`src/rtl/cdc_sample_sender_if.sv`:
```
// Bundle between the sample source, cdc_sample_sender and the flag/ack crossing.
// The master modport is the sender's view; the slave modport is its environment.
interface cdc_sample_sender_if #(
   parameter int DATA_W     = 16,
   parameter int DEPTH_LOG2 = 2
);
   logic [DATA_W-1:0]   in_data;
   logic                in_valid;
   logic [DATA_W-1:0]   xfer_data;
   logic                xfer_flag;
   logic                xfer_busy;
   logic [DEPTH_LOG2:0] fifo_level;
   logic                ovf_sticky;
   logic [7:0]          ovf_count;

   modport master (
      input  in_data, in_valid, xfer_busy,
      output xfer_data, xfer_flag, fifo_level, ovf_sticky, ovf_count
   );

   modport slave (
      output in_data, in_valid, xfer_busy,
      input  xfer_data, xfer_flag, fifo_level, ovf_sticky, ovf_count
   );
endinterface

```
`src/rtl/cdc_sample_sender.sv`:
```
// Source-domain sample FIFO feeding a flag/ack crossing one word at a time.
// Define CDC_SAMPLE_SENDER_OVF_CNT_EN to build the saturating dropped-sample counter.
module cdc_sample_sender #(
   parameter int DATA_W     = 16,
   parameter int DEPTH_LOG2 = 2
) (
   input logic                    clk,
   input logic                    rst,
   cdc_sample_sender_if.master    bus
);
   localparam int DEPTH = 1 << DEPTH_LOG2;
   localparam int PTR_W = DEPTH_LOG2 + 1;

   typedef enum logic [1:0] {IDLE, ARM, WAIT_ACK} state_t;

   state_t            state_q;
   logic [DATA_W-1:0] mem_q [DEPTH];
   logic [PTR_W-1:0]  wrPtr_q, wrPtr_d;
   logic [PTR_W-1:0]  rdPtr_q, rdPtr_d;
   logic [PTR_W-1:0]  level_q, level_d;
   logic [DATA_W-1:0] xferData_q;
   logic              xferFlag_q;
   logic              ovfSticky_q;
   logic [PTR_W-1:0]  occupancy;
   logic              empty, full, pop, push, drop;

   // A pop in the same cycle frees a slot, so a strobe on a full FIFO is still taken.
   assign occupancy = wrPtr_q - rdPtr_q;
   assign empty     = (occupancy == '0);
   assign full      = (occupancy == PTR_W'(DEPTH));
   assign pop       = (state_q == IDLE) && !empty;
   assign push      = bus.in_valid && (!full || pop);
   assign drop      = bus.in_valid && full && !pop;
   assign wrPtr_d   = wrPtr_q + PTR_W'(push);
   assign rdPtr_d   = rdPtr_q + PTR_W'(pop);
   assign level_d   = wrPtr_d - rdPtr_d;

   always_ff @(posedge clk) begin
      if (push) begin
         mem_q[wrPtr_q[DEPTH_LOG2-1:0]] <= bus.in_data;
      end
   end

   always_ff @(posedge clk or posedge rst) begin
      if (rst) begin
         wrPtr_q     <= '0;
         rdPtr_q     <= '0;
         level_q     <= '0;
         ovfSticky_q <= 1'b0;
      end else begin
         wrPtr_q <= wrPtr_d;
         rdPtr_q <= rdPtr_d;
         level_q <= level_d;
         if (drop) begin
            ovfSticky_q <= 1'b1;
         end
      end
   end

   // ARM also absorbs a busy left over from a transfer cut short by reset.
   always_ff @(posedge clk or posedge rst) begin
      if (rst) begin
         state_q    <= IDLE;
         xferData_q <= '0;
         xferFlag_q <= 1'b0;
      end else begin
         case (state_q)
            IDLE: begin
               if (pop) begin
                  xferData_q <= mem_q[rdPtr_q[DEPTH_LOG2-1:0]];
                  xferFlag_q <= 1'b1;
                  state_q    <= ARM;
               end
            end
            ARM: begin
               if (!bus.xfer_busy) begin
                  xferFlag_q <= 1'b0;
                  state_q    <= WAIT_ACK;
               end
            end
            WAIT_ACK: begin
               if (!bus.xfer_busy) begin
                  state_q <= IDLE;
               end
            end
            default: begin
               xferFlag_q <= 1'b0;
               state_q    <= IDLE;
            end
         endcase
      end
   end

`ifdef CDC_SAMPLE_SENDER_OVF_CNT_EN
   logic [7:0] ovfCount_q;

   always_ff @(posedge clk or posedge rst) begin
      if (rst) begin
         ovfCount_q <= 8'd0;
      end else if (drop && (ovfCount_q != 8'hFF)) begin
         ovfCount_q <= ovfCount_q + 8'd1;
      end
   end

   assign bus.ovf_count = ovfCount_q;
`else
   assign bus.ovf_count = 8'd0;
`endif

   assign bus.xfer_data  = xferData_q;
   assign bus.xfer_flag  = xferFlag_q;
   assign bus.fifo_level = level_q;
   assign bus.ovf_sticky = ovfSticky_q;
endmodule

```
`src/flat_wrapper.sv`:
```
// flat-port wrapper written by rule: the top's interface ports become plain ports
module cdc_sample_sender_flat 
#(
   parameter int DATA_W     = 16,
   parameter int DEPTH_LOG2 = 2
)
  (clk, rst, bus_in_data, bus_in_valid, bus_xfer_busy, bus_xfer_data, bus_xfer_flag, bus_fifo_level, bus_ovf_sticky, bus_ovf_count);
  cdc_sample_sender_if #(.DATA_W(DATA_W), .DEPTH_LOG2(DEPTH_LOG2)) bus_i ();
  input logic clk;
  input logic rst;
  input wire logic [$bits(bus_i.in_data)-1:0] bus_in_data;
  input wire logic [$bits(bus_i.in_valid)-1:0] bus_in_valid;
  input wire logic [$bits(bus_i.xfer_busy)-1:0] bus_xfer_busy;
  output wire logic [$bits(bus_i.xfer_data)-1:0] bus_xfer_data;
  output wire logic [$bits(bus_i.xfer_flag)-1:0] bus_xfer_flag;
  output wire logic [$bits(bus_i.fifo_level)-1:0] bus_fifo_level;
  output wire logic [$bits(bus_i.ovf_sticky)-1:0] bus_ovf_sticky;
  output wire logic [$bits(bus_i.ovf_count)-1:0] bus_ovf_count;
  assign bus_i.in_data = bus_in_data;
  assign bus_i.in_valid = bus_in_valid;
  assign bus_i.xfer_busy = bus_xfer_busy;
  assign bus_xfer_data = bus_i.xfer_data;
  assign bus_xfer_flag = bus_i.xfer_flag;
  assign bus_fifo_level = bus_i.fifo_level;
  assign bus_ovf_sticky = bus_i.ovf_sticky;
  assign bus_ovf_count = bus_i.ovf_count;
  cdc_sample_sender #(.DATA_W(DATA_W), .DEPTH_LOG2(DEPTH_LOG2)) u_core (.clk(clk), .rst(rst), .bus(bus_i));
endmodule
```
`config.mk`:
```
export PLATFORM = sky130hd
export DESIGN_NAME = cdc_sample_sender_flat
export DESIGN_NICKNAME = d
export VERILOG_FILES = /design/src/rtl/cdc_sample_sender_if.sv /design/src/rtl/cdc_sample_sender.sv /design/src/flat_wrapper.sv
export SDC_FILE = /design/constraint.sdc
export NUM_CORES = 1
export LEC_CHECK = 0
export ABC_AREA = 1
export CAP_MARGIN = 20
export CORE_UTILIZATION = 25
export CTS_CLUSTER_SIZE = 10
export DETAILED_ROUTE_END_ITERATION = 6
export PLACE_DENSITY = 0.43
export SLEW_MARGIN = 20
export SYNTH_ARGS = -nofsm -noshare
export SYNTH_HDL_FRONTEND = slang
export SYNTH_SLANG_ARGS = --single-unit
```
`constraint.sdc`:
```
create_clock -name clk -period 5.3 [get_ports clk]
set_clock_uncertainty 0.05 [all_clocks]
set_input_delay 1.59 -clock clk [delete_from_list [all_inputs] [get_ports clk]]
set_output_delay 1.59 -clock clk [all_outputs]
set_load 0.02 [all_outputs]
```
* Word-level counts from Yosys, hierarchy flattened
Memories as Yosys holds them, arrays and structs flattened. A register that Yosys moved wholly into a read port is not among the register bits.
Cells that the tools add are included.
** Storage, ports and cells
- Register bits after elaboration :: 13
- RAM bits :: 64
- Input bits :: 20
- Output and inout bits :: 29
- Word-level logic and storage cells :: 40
- Memories :: 1
** Memory list
- u_core.mem_q :: depth 4, width 16, read ports 1, clocked after memory_dff 1, wr ports 1, RTL line cdc_sample_sender.sv:17 : logic [DATA_W-1:0] mem_q [DEPTH];
** Operators by class
- Add/sub/neg operators :: 4
- Eq/ne operators :: 6
- Multiplexer cells :: 9
- Bitwise operators :: 1
- Reduce and logical (&&, ||, !) cells :: 13
** Operators by type and width (count)
- adder 3 x 1 -> 3 bit :: 2
- 2-to-1 mux 2 bit :: 3
- case mux 2 bit (3 select lines) :: 1
- AND reduction 3 bit :: 2
- subtractor 3 bit :: 2
- logical AND 1 bit :: 4
- 2-to-1 mux 1 bit :: 4
- != test 2 bit (second input constant) :: 2
- == test 3 bit (second input constant) :: 1
- logical NOT 1 bit :: 3
- logical NOT 3 bit :: 1
- case mux 1 bit (3 select lines) :: 1
- == test 2 x 1 -> 1 bit (second input constant) :: 1
- == test 2 bit (second input constant) :: 1
- logical NOT 2 bit :: 1
- != test 2 x 1 -> 1 bit (second input constant) :: 1
- AND reduction 2 bit :: 1
- logical OR 1 bit :: 1
- inverter 1 bit :: 1

* Depth between registers and ports, before layout
- Depth after elaboration :: 8
- Gate-level depth with buffers :: 18
- Depth with buffers taken out :: 17

* Least setup slack after synthesis
OpenSTA, ideal clock, no wires.
- Path kind :: input port to flip-flop
- Start :: input port bus_in_valid
- End :: register u_core.level_q[2] (netlist: u_core.bus.fifo_level[2])
- Library setup time :: 0.116 ns
- Data arrival time :: 2.799 ns
- Data required time :: 5.134 ns
- Slack :: 2.334 ns
- Cell stages on the path :: 8
- Path buffers :: 0
- Path through :: nand2_1 -> inv_1 -> ha_1 -> ha_1 -> inv_1 -> fa_1 -> nand3_1 -> nand2_1
** Between the ends
- Longest elaborated chain between the ends :: 3
** Ends and longest elaborated chain
- start: declaration :: RTL line flat_wrapper.sv:12 : input wire logic [$bits(bus_i.in_valid)-1:0] bus_in_valid;
- logical AND 1 bit :: RTL line cdc_sample_sender.sv:32 : assign push = bus.in_valid && (!full || pop);
- adder 3 x 1 -> 3 bit :: RTL line cdc_sample_sender.sv:34 : assign wrPtr_d = wrPtr_q + PTR_W'(push);
- via u_core.wrPtr_d[1] :: RTL line cdc_sample_sender.sv:18 : logic [PTR_W-1:0] wrPtr_q, wrPtr_d;
- subtractor 3 bit :: RTL line cdc_sample_sender.sv:36 : assign level_d = wrPtr_d - rdPtr_d;
- via u_core.level_d[2] :: RTL line cdc_sample_sender.sv:20 : logic [PTR_W-1:0] level_q, level_d;
- end signal: assignment :: RTL line cdc_sample_sender.sv:53 : level_q <= level_d;
- end: declaration :: RTL line cdc_sample_sender.sv:20
The timed path passes the listed nets, and every way through them passes these cells.
A chain may end at the register's enable or synchronous reset.

* Worst setup path after layout
Same ends and word-level chain as after synthesis.

==> metrics <==
Hold WS 423.5 ps; Avg Cell Area, Syn 11.25 um2; total gr overflow 0; Crit Path Max Fanout 5; Reg-to-Reg End u_core.bus.fifo_level[2]; CTS max path bufs 2; first-pass GRT wire length 12,600 um; dpl cells 564; Netlist cell types 26; hold endpoint u_core.bus.xfer_data[1]; crit-path cells clkdlybuf4s50_1, nand2_1, inv_1, ha_1, ha_1, inv_1, fa_1, nand3_1, nand2_1; gr usage total 10.27%; post-synth top area share 49.25%; cell row count 45; antenna violations before repair 0; Clock transition at path regs 60 ps; DRT Pass-1 Iters 4; share of cells above drive strength 1 7.398%; post_cts resized 0; Hold Crit Depth 2; Synth Register Bits 93; top post-synthesis cells by area edfxtp_1 49%, dfrtp_1 19%, nand2_1 8.5%; filler-free cell count of the finished design 580; Final Hold Fails 0; GPL Wtd Cong 0.7017; static leakage 2.025 nW; # hold bufs at CTS 0; core area 15,200 um2; crit path kind in -> reg; FMAX 308.7 MHz; synth warn 0; io pins 49; Clock Sinks 93; RSZ-0062 raised after global routing false; CP startpoint bus_in_valid; reg2reg path depth 14; Synth Area in Adders 2.757%; number of synthesized flops with an enable pin 64; Antenna Diode Count 0; Worst path max stage delay 440 ps; Synth Area in Compound Gates 7.823%; Die Wd 126.9 um; Crit path max-delay family adder cells; MaxCap Viol Count 0; final worst slack 2061 ps; CTS tree built; Slew Viols, Final 0; Vias 2,351; Vias per Instance 4.053; Worst Hold Launch u_core.bus.xfer_data[1]; setup TNS 0 ps; Min-Delay Path Class reg -> reg; worst-path cell with the longest stage delay fa_1; mux contribution to synthesized area 0%; Final min period 3239 ps; Tcrit/Tclk final 61.12%; worst-margin pin slew 986.6 ps; fin nets 415; Synth Flop Type edfxtp_1; final setup vio count 0; DIE AREA 16,110 um2; Routed Antenna Nets 0; CP Data Required Time 5480 ps; total detailed-routing wirelength 7470 um; Simple-Gate Fraction of Synth Area 12.60%; maximum vdd drop 0.1774 mV; Starting Density 25.67%; number of global-route vias before repair 2,290; dpl hpwl 4826 um; outcome completed; Clock Latency Late Sink 340 ps; Worst setup EP type flop; TritonCTS Buffers 9; pre-CTS WS 1705 ps; H-tree levels 3; Die H 126.9 um; sequential fraction of the synthesis area 67.84%; design area 4786 um2; pwr/cell area 636.7 nW/um2; Root Driver clkbuf_16; DR WL/cell 12.88 um; Design Power 3.047 mW; 1st-iter DRT viols 156; largest family of logic cells by synthesized area simple AND/OR/NAND/NOR gates; Post-Synth XOR/XNOR Area 0.4489%; I/O Buffers 40; asr flop ratio synth 31.18%; Buf/Inv on CP 3; Residual DRC 0; worst r2r src u_core.rdPtr_q[0]; area grow syn2layout 22.64%; setup bufs post-CTS 0; Worst EP arrival 3420 ps; Startpoint Class input port; post-synthesis cell count 347; largest net degree at the start of global routing 67; dpl cell area 4468 um2; cell taking the most area after synthesis edfxtp_1; R2R Setup Slk 2200 ps; Max-slew headroom 34.15%; Core Util, Final 31.48%; Post-Syn Area 3902 um2
-- per-layer routing --
layer	global-route usage, %	share of wire [%]
met1	15.36	53
met2	14.38	42
met3	2.531	3.6
met4	3.361	1.3
met5	0	0
-- cells in the mapped netlist (2+ instances only) --
master / count
dfrtp_1: 29
o211ai_1: 16
edfxtp_1: 64
nor2_1: 6
buf_4: 8
nand2_1: 88
nand2_2: 2
a21oi_1: 17
o21ai_0: 17
clkbuf_1: 5
inv_1: 51
buf_2: 8
nand3_1: 17
ha_1: 7
-- power breakdown --
group / switching [mW] / total [mW] / internal [mW]
combinational: 0.794 / 1.25 / 0.453
clock: 0.270 / 0.686 / 0.416
sequential: 0.0892 / 1.11 / 1.03
total: 1.15 / 3.05 / 1.90
-- placed cells by master (no fill, tap or decap), drive strengths merged --
master         count
nor2               7
ha                 7
dfrtp             29
bufinv             2
clkinvlp           1
clkdlybuf4s50     40
nand3             18
nand2             91
clkinv             1
or2                1
o21ai             17
a211oi             1
inv               53
o21bai             1
clkbuf            11
buf                4
xnor2              1
xor2               1
o211ai            16
fa                 1
edfxtp            64
conb               8
a21oi             17
-- flip-flops by register name, summed over array words and instances, names as in the netlist --
name	flops
u_core.bus.fifo_level	3
u_core.bus.ovf_sticky	1
u_core.bus.xfer_data	16
u_core.bus.xfer_flag	1
u_core.mem_q	64
u_core.rdPtr_q	3
u_core.state_q	2
u_core.wrPtr_q	3
-- tightest hold or removal path, cell delays in order (launching register included) --
cell and delay (ps):
dfrtp_1 350, nand2_1 50, nand2_1 40
-- worst max-delay path by stage --
stage	end	depth (start not counted)
2_1_floorplan	u_core.bus.fifo_level[2]	8
6_report	u_core.bus.fifo_level[2]	9
3_3_place_gp	u_core.bus.fifo_level[2]	9
5_1_grt	u_core.bus.fifo_level[2]	14
3_5_place_dp	u_core.bus.fifo_level[2]	9
4_1_cts	u_core.bus.fifo_level[2]	9
-- final cells by class --
class / instances / area (um2)
well taps: 188 / 235.2
multi-input cells: 187 / 959.7
repair buffers: 44 / 430.4
inverters: 52 / 195.2
flip-flops and latches: 93 / 2648
fillers: 1529 / 10420
clock buffers: 11 / 232.7
clock inverters: 5 / 85.08
-- kinds of logic (layout without fill, tap and decap cells) --
logic type               Yosys count  count (layout)
adder cells (fa/ha/maj)            8               8
AND/OR/NAND/NOR                  117             117
AO/OA/AOI/OAI                     52              52
flip-flops                        93              93
XOR/XNOR                           2               2
buffers and inverters             74             112
other                              1               8
No activity file was read; power rests on OpenSTA's default activity.
